## src/rtl/mem_arbiter.sv

```systemverilog
// Arbitrates fetch and data ports onto one single-port memory; optional fetch fairness via `MEM_ARB_FAIR_EN.
// Latency: grant edge + MEM_LAT busy cycles, ready pulse in the following cycle; requests are ignored while busy.
module mem_arbiter #(
    parameter int unsigned MEM_LAT    = 2,
    parameter int unsigned STARVE_MAX = 4
) (
    input  logic        clk_i,
    input  logic        rst_i,
    input  logic        start_i,
    input  logic        if_req_i,
    input  logic [31:0] if_addr_i,
    output logic [31:0] if_rdata_o,
    output logic        if_ready_o,
    input  logic        dm_req_i,
    input  logic        dm_we_i,
    input  logic [31:0] dm_addr_i,
    input  logic [31:0] dm_wdata_i,
    output logic [31:0] dm_rdata_o,
    output logic        dm_ready_o,
    output logic        mem_en_o,
    output logic        mem_we_o,
    output logic [31:0] mem_addr_o,
    output logic [31:0] mem_wdata_o,
    input  logic [31:0] mem_rdata_i,
    output logic        stall_o
);

    if (MEM_LAT < 1 || MEM_LAT > 7) begin : g_lat_chk
        $error("mem_arbiter: MEM_LAT must be in 1..7");
    end
    if (STARVE_MAX < 1) begin : g_starve_chk
        $error("mem_arbiter: STARVE_MAX must be at least 1");
    end

    typedef enum logic [1:0] {
        IDLE = 2'd0,
        BUSY = 2'd1,
        RESP = 2'd2
    } state_t;

    state_t      r_state;
    state_t      w_state_nxt;
    logic [2:0]  r_cnt;
    logic        r_gnt_dm;
    logic        r_we;
    logic [31:0] r_addr;
    logic [31:0] r_wdata;
    logic [31:0] r_if_rdata;
    logic [31:0] r_dm_rdata;
    logic        w_grant;
    logic        w_done;
    logic        w_sel_dm;
    logic        w_force_if;

`ifdef MEM_ARB_FAIR_EN
    localparam int unsigned STARVE_W = $clog2(STARVE_MAX + 1);
    logic [STARVE_W-1:0] r_starve;

    // Once data has won STARVE_MAX times in a row over a waiting fetch, fetch wins next.
    assign w_force_if = if_req_i & (r_starve == STARVE_W'(STARVE_MAX));

    always_ff @(posedge clk_i) begin
        if (rst_i) begin
            r_starve <= '0;
        end else if (w_grant) begin
            if (w_sel_dm && if_req_i) begin
                r_starve <= r_starve + 1'b1;
            end else begin
                r_starve <= '0;
            end
        end
    end
`else
    assign w_force_if = 1'b0;
`endif

    always_comb begin
        w_state_nxt = r_state;
        w_grant     = 1'b0;
        w_done      = 1'b0;
        w_sel_dm    = dm_req_i & ~w_force_if;
        case (r_state)
            IDLE: begin
                if (start_i && (if_req_i || dm_req_i)) begin
                    w_grant     = 1'b1;
                    w_state_nxt = BUSY;
                end
            end
            BUSY: begin
                if (r_cnt == 3'd0) begin
                    w_done      = 1'b1;
                    w_state_nxt = RESP;
                end
            end
            RESP:    w_state_nxt = IDLE;
            default: w_state_nxt = IDLE;
        endcase
    end

    always_ff @(posedge clk_i) begin
        if (rst_i) begin
            r_state    <= IDLE;
            r_cnt      <= 3'd0;
            r_gnt_dm   <= 1'b0;
            r_we       <= 1'b0;
            r_addr     <= '0;
            r_wdata    <= '0;
            r_if_rdata <= '0;
            r_dm_rdata <= '0;
        end else begin
            r_state <= w_state_nxt;
            if (w_grant) begin
                r_gnt_dm <= w_sel_dm;
                r_we     <= w_sel_dm & dm_we_i;
                r_addr   <= w_sel_dm ? dm_addr_i : if_addr_i;
                r_wdata  <= w_sel_dm ? dm_wdata_i : 32'd0;
                r_cnt    <= 3'(MEM_LAT - 1);
            end else if (r_state == BUSY && r_cnt != 3'd0) begin
                r_cnt <= r_cnt - 3'd1;
            end
            // Read data lands on the final busy edge; writes leave both rdata registers alone.
            if (w_done && !r_we) begin
                if (r_gnt_dm) begin
                    r_dm_rdata <= mem_rdata_i;
                end else begin
                    r_if_rdata <= mem_rdata_i;
                end
            end
        end
    end

    assign mem_en_o    = (r_state == BUSY);
    assign mem_we_o    = (r_state == BUSY) & r_we;
    assign mem_addr_o  = r_addr;
    assign mem_wdata_o = r_wdata;
    assign if_ready_o  = (r_state == RESP) & ~r_gnt_dm;
    assign dm_ready_o  = (r_state == RESP) & r_gnt_dm;
    assign if_rdata_o  = r_if_rdata;
    assign dm_rdata_o  = r_dm_rdata;
    assign stall_o     = (if_req_i & ~if_ready_o) | (dm_req_i & ~dm_ready_o);

endmodule
```

## config.mk

```make
export PLATFORM = sky130hd
export DESIGN_NAME = mem_arbiter
export DESIGN_NICKNAME = d
export VERILOG_FILES = /design/src/rtl/mem_arbiter.sv
export SDC_FILE = /design/constraint.sdc
export NUM_CORES = 1
export LEC_CHECK = 0
export ABC_AREA = 0
export BUFFER_PORTS_ARGS = -buffer_cell sky130_fd_sc_hd__clkbuf_2
export CAP_MARGIN = 20
export CORE_MARGIN = 5
export CORE_UTILIZATION = 40
export DETAILED_ROUTE_END_ITERATION = 10
export PLACE_DENSITY_LB_ADDON = 0.1
export SLEW_MARGIN = 40
export SYNTH_ARGS = -nofsm -noshare
export SYNTH_HDL_FRONTEND = slang
export SYNTH_SLANG_ARGS = --single-unit
```

## constraint.sdc

```tcl
create_clock -name clk_i -period 1.61 [get_ports clk_i]
set_input_delay 0.322 -clock clk_i [delete_from_list [all_inputs] [get_ports clk_i]]
set_output_delay 0.322 -clock clk_i [all_outputs]
set_load 0.05 [all_outputs]
```

=== Word level (Yosys, flattened, before mapping) ===
Index checks and enable logic that the tools add are counted.

* Output and inout bits: 133
* Input bits: 134
* Logic and storage cells: 48
* Bits in registers: 135
* Latch bits: 0
* Memories: 0
* Bits in read-only memories: 0
* RAM bits: 0

* $lt $le $gt $ge: 0
* Multiplexer cells: 11
* Bitwise gates (word level): 10
* Shifts and indexed selects: 0
* Multipliers: 0
* Add/subtract/negate cells: 1
* Reduce and logical (&&, ||, !) cells: 13
* Divide/modulo/power cells: 0
* Equal/unequal tests: 4

{| class="wikitable"
|+ Operators by type and width
! cell !! number
|-
| two-way mux 32 bit || 2
|-
| AND 1 bit || 6
|-
| two-way mux 1 bit || 6
|-
| AND reduction 2 bit || 3
|-
| two-way mux 2 bit || 2
|-
| one-hot mux 2 bit (2 select lines) || 1
|-
| logical AND 1 bit || 3
|-
| logical NOT 3 bit || 1
|-
| NOT 1 bit || 3
|-
| nonzero test 3 bit || 1
|-
| subtractor 3 x 1 -> 3 bit, second input constant || 1
|-
| equality test 2 x 1 -> 1 bit, second input constant || 1
|-
| equality test 2 bit, second input constant || 1
|-
| logical NOT 2 bit || 1
|-
| != test 2 x 1 -> 1 bit, second input constant || 1
|-
| != test 2 bit, second input constant || 1
|-
| nonzero test 2 bit || 1
|-
| OR reduction 2 bit || 1
|-
| logical NOT 1 bit || 1
|-
| logical OR 1 bit || 1
|-
| OR 1 bit || 1
|}

=== Depth between registers and ports, before layout ===
* Depth after elaboration: 5
* Depth in mapped cells: 7
* Gate-level depth less buffers: 5

=== Worst setup path before layout ===
OpenSTA, ideal clock, no wires.

* Kind: register to output
* From: register r_state[1]
* To: output port stall_o
* Setup slack: -1.016 ns
* Arrival: 2.304 ns
* Buffers on the path: 0
* Data required time: 1.288 ns
* Stages on the path, launching flop included: 3
* Cell sequence: dfxtp_1 -> nor3b_1 -> o22ai_1

* Cells in the longest elaborated chain, start to end: 5
* Elaborated cells on any way between the ends: 8
* Classes of those cells: 1 x eq/ne; 7 x bitwise

{| class="wikitable"
|+ RTL lines
! item !! line !! source
|-
| start: declaration || 41 || <nowiki>state_t r_state;</nowiki>
|-
| start signal: assignment || 111 || <nowiki>r_state <= w_state_nxt;</nowiki>
|-
| equality test 2 bit || 136 || <nowiki>assign if_ready_o = (r_state == RESP) & ~r_gnt_dm;</nowiki>
|-
| AND 1 bit || 136 ||
|-
| net if_ready_o || 13 || <nowiki>output logic if_ready_o,</nowiki>
|-
| NOT 1 bit || 140 || <nowiki>assign stall_o = (if_req_i & ~if_ready_o) | (dm_req_i & ~dm_ready_o);</nowiki>
|-
| AND 1 bit || 140 ||
|-
| OR 1 bit || 140 ||
|-
| end: declaration || 25 || <nowiki>output logic stall_o</nowiki>
|}

The timed path passes the listed nets, and every way through them passes these cells.

=== Worst setup path in the final report ===
* From: register r_state[0]
* To: output port stall_o

* Cells in the longest elaborated chain, start to end: 5
* Elaborated cells on any way between the ends: 8
* Classes of those cells: 1 x eq/ne; 7 x bitwise

{| class="wikitable"
|+ RTL lines
! item !! line
|-
| equality test 2 bit * || 136, 137
|-
| AND 1 bit, on equally long branches || 136, 137
|-
| NOT 1 bit || 140
|-
| AND 1 bit || 140
|-
| OR 1 bit * || 140
|}

Mark *: on every way between the ends. The rest lies on a longest branch, timed or not.

==> run_results.csv <==
group,metric,value,unit
outcome,status,"finished, violations left",
outcome,violations,"negative setup slack",
worst_setup_path,critical_path.slowest_cell,"dfxtp_2",
clock_network,numCtsBuffers,17,
worst_setup_path,path_max_fanout,4,
timing,rsz0062_at_grt,"true",
timing,setup_violations,4,
timing,finalHoldViolCount,0,
place,dpl.hpwl,11000,um
timing,tightest_slew,0.290,ns
worst_setup_path,endpoint_kind,"primary output",
floorplan,num_rows,43,
worst_setup_path,worst-path-stages,4,
synthesis,synth_top_cell_area_share,48.5,%
layout,fin_area,8150,um^2
place,placed_cells,923,
worst_setup_path,cpPeakStageDelay,0.33,ns
route,drt-total-wl,16000,um
route,route.detailed.drc,0,
synthesis,syn_inst,502,
route,first_iter_violations,201,
worst_setup_path,path_cells,"buf_6 > and3b_2 > o22ai_2 > buf_8",
timing,setup_tns,-0.279,ns
worst_hold_path,hold_depth,2,
clock_network,cts_sinks,135,
worst_setup_path,cp.arrival,1.38,ns
route,vias,4807,
route,wl_per_cell,16.4,um
synthesis,synth.yosys.seq_area_share,48.5,%
synthesis,ys_warn_count,0,
clock_network,cts_max_level,4,
power,power_frac_comb,19.5,%
global_route,gr-total-overflow,0,
route,viasPerCell,4.92,
layout,diodes,0,
floorplan,initial_utilization,40.4,%
global_route,track_usage,18.2,%
timing,max_slew_margin,80.1,%
synthesis,yosys.area.top_type,"dfxtp_1",
timing,layout_setup_ws,-0.0962,ns
synthesis,synthesis.nets,638,
global_route,grt_pass1_wl,23700,um
power,p_int,6.59,mW
worst_setup_path,startpoint_type,"flop",
synthesis,synth_cell_types,34,
place,dpl_worst_slack,-0.0510,ns
worst_setup_path,reg2reg_depth,8,
synthesis,postSynthAreaPerCell,11.1,um^2
worst_hold_path,hold_class,"input pin to flop",
layout,area_delta_synth_final,46.4,%
global_route,grt_util_met1,21.6,%
power,powerDensity,1140,nW/um^2
synthesis,syn_area,5570,um^2
layout,seq_area,2710,um^2
timing,fin_crit,1.71,ns
worst_setup_path,cp.required,1.29,ns
worst_setup_path,crit_type,"flop to primary output",
clock_network,clock_latency,0.41,ns
global_route,grt_max_degree,74,
timing,clock.fmax,586,MHz
floorplan,die_h,128,um
power,power_frac_seq,39.2,%
timing,post-route-period-util,106,%
worst_setup_path,crit_family,"flip-flops",
clock_network,clockBufferDepth,2,
power,ir_worst_vdd,0.000699,V
clock_network,clk_pin_slew,0.06,ns
worst_setup_path,critPathBufInv,2,
place,placed_area,7180,um^2
floorplan,io_pins,267,
power,netSwitchingFraction,28.9,%
route,ant_nets,0,
layout,stdcell_count,978,
global_route,antenna_found_initial,0,
timing,whs,0.129,ns
global_route,met2_usage,29.6,%
layout,drive_above_1_share,47.1,%
power,p_switching,2.68,mW
clock_network,cts-hold-fix-buffers,0,
place,gp_congestion,0.785,
timing,finalMaxSlewViolations,0,
floorplan,coreArea,13800,um^2
timing,skew,0.00660,ns
power,power_frac_clock,41.3,%
synthesis,synthTopCellsByArea,"dfxtp_1 (49%), mux2i_1 (17%), nand2b_1 (11%)",
global_route,grt_busiest_layer,"met2",
synthesis,synth_seq_cells,135,
layout,nets,921,
route,first_pass_iters,4,
run,maxCapViolCount,0,
global_route,first_global_vias,4817,
clock_network,cts_tree,"built",
global_route,use_met3,6.50,%
layout,nFillCells,1218,
layout,multi_input_area,2650,um^2
place,io_buffers,266,
floorplan,dieArea,16400,um^2
floorplan,dieWidth,128,um
clock_network,cts_root_buf,"clkbuf_16",
power,leakagePower,3.94,nW
==> power by group through the flow <==
stage / Combinational [mW] / Clock [mW] / Sequential (mW)
after detailed placement: 1.69 / 0 / 3.69
final: 1.81 / 3.83 / 3.63
after CTS: 1.71 / 3.90 / 3.63
after floorplan: 0.603 / 0 / 4.26
after global routing: 1.92 / 4.06 / 3.65
after global placement: 1.66 / 0 / 3.69
==> synth_stat cells <==
| library cell | number |
|---|---|
| a21boi_0 | 1 |
| buf_1 | 1 |
| buf_6 | 4 |
| ha_1 | 2 |
| nand4bb_4 | 1 |
| and3_1 | 2 |
| nor3_2 | 1 |
| or2_0 | 1 |
| inv_1 | 4 |
| clkbuf_1 | 20 |
| or3b_1 | 1 |
| a21o_1 | 2 |
| nor2_1 | 2 |
| and2_1 | 2 |
| a21oi_1 | 33 |
| nor2b_1 | 1 |
| nor3b_1 | 1 |
| buf_12 | 3 |
| nand2b_1 | 97 |
| a31oi_1 | 1 |
| a21oi_2 | 1 |
| a22o_1 | 33 |
| o21a_1 | 1 |
| a211oi_1 | 16 |
| a211oi_2 | 16 |
| mux2i_1 | 96 |
| o22ai_1 | 1 |
| a2111oi_1 | 1 |
| nand3_1 | 1 |
| buf_2 | 16 |
| and3b_2 | 1 |
| dfxtp_1 | 135 |
| nor3b_4 | 2 |
| nand2_1 | 2 |
==> state kept, by name (all words and copies together) (netlist names) <==
| signal | count |
|---|---|
| dm_rdata_o | 32 |
| r_cnt | 3 |
| if_rdata_o | 32 |
| mem_addr_o | 32 |
| mem_wdata_o | 32 |
| r_gnt_dm | 1 |
| r_state | 2 |
| r_we | 1 |
==> area by class of cell <==
class,count,area share [%]
flip-flops and latches,135,33.2
multi-input cells,319,32.5
repair buffers,308,24.0
clock buffers,21,5.77
well taps,180,2.76
clock inverters,11,1.52
inverters,4,0.184
==> repair_timing <==
| item | in CTS | in global routing |
|---|---|---|
| cloned | 1 | 8 |
| buffers inserted | 4 | 10 |
| pin swaps | 2 | 27 |
| resized for setup | 15 | 21 |
| endpoints found under the setup margin | 37 | 115 |
==> logic make-up (layout without fill, tap and decap cells) <==
group	Yosys count	count (layout)	synth area share, %
flops	135	135	48.5
compound gates	106	106	15.0
buf+inv	48	344	5.01
fa+ha+maj	2	2	0.449
simple gates	115	115	13.7
mux	96	96	17.3
==> per-layer routing <==
metal	share of wire, %	wire length, um
met1	42	6680
met2	48	7690
met3	7.8	1260
met4	2.6	412
met5	0	0
==> worst reg2reg max path, delay by kind of cell, from the launching register on <==
family	cells	cell delay (ns)
fa+ha+maj	1	0.15
buf+inv	4	0.54
flops	1	0.31
mux	1	0.21
simple gates	2	0.31
==> final timing paths <==
check	from	to	slack (ns)
max	r_state[0]	stall_o	-0.1
max reg2reg	r_cnt[0]	if_rdata_o[11]	0.03
min reg2reg	if_rdata_o[7]	if_rdata_o[7]	0.47
min	dm_wdata_i[2]	mem_wdata_o[2]	0.13
==> cells in the final DEF (no fill, tap or decap), types with 2 or more instances in the layout <==
cell type	n
clkinvlp_4	3
buf_8	4
buf_4	16
bufinv_16	2
mux2i_2	2
buf_6	11
buf_12	11
nand2b_1	97
and2_4	2
clkbuf_16	21
nand2_1	2
mux2i_1	94
dfxtp_2	3
a21o_1	2
clkinv_4	3
a22o_1	33
nor2_1	2
and3_1	2
clkinv_2	3
dfxtp_1	132
a21oi_1	33
a211oi_2	17
clkbuf_8	3
inv_2	2
a211oi_1	15
nor3b_4	3
inv_1	2
clkbuf_2	260
==> metrics by stage <==
stage	util [%]	total power [mW]
6_report	59.2	9.27
5_1_grt	59.2	9.63
4_1_cts	57.1	9.24
2_1_floorplan	-	4.86
3_3_place_gp	52.1	5.36
3_5_place_dp	52.1	5.38
No activity file was read; power rests on OpenSTA's default activity.
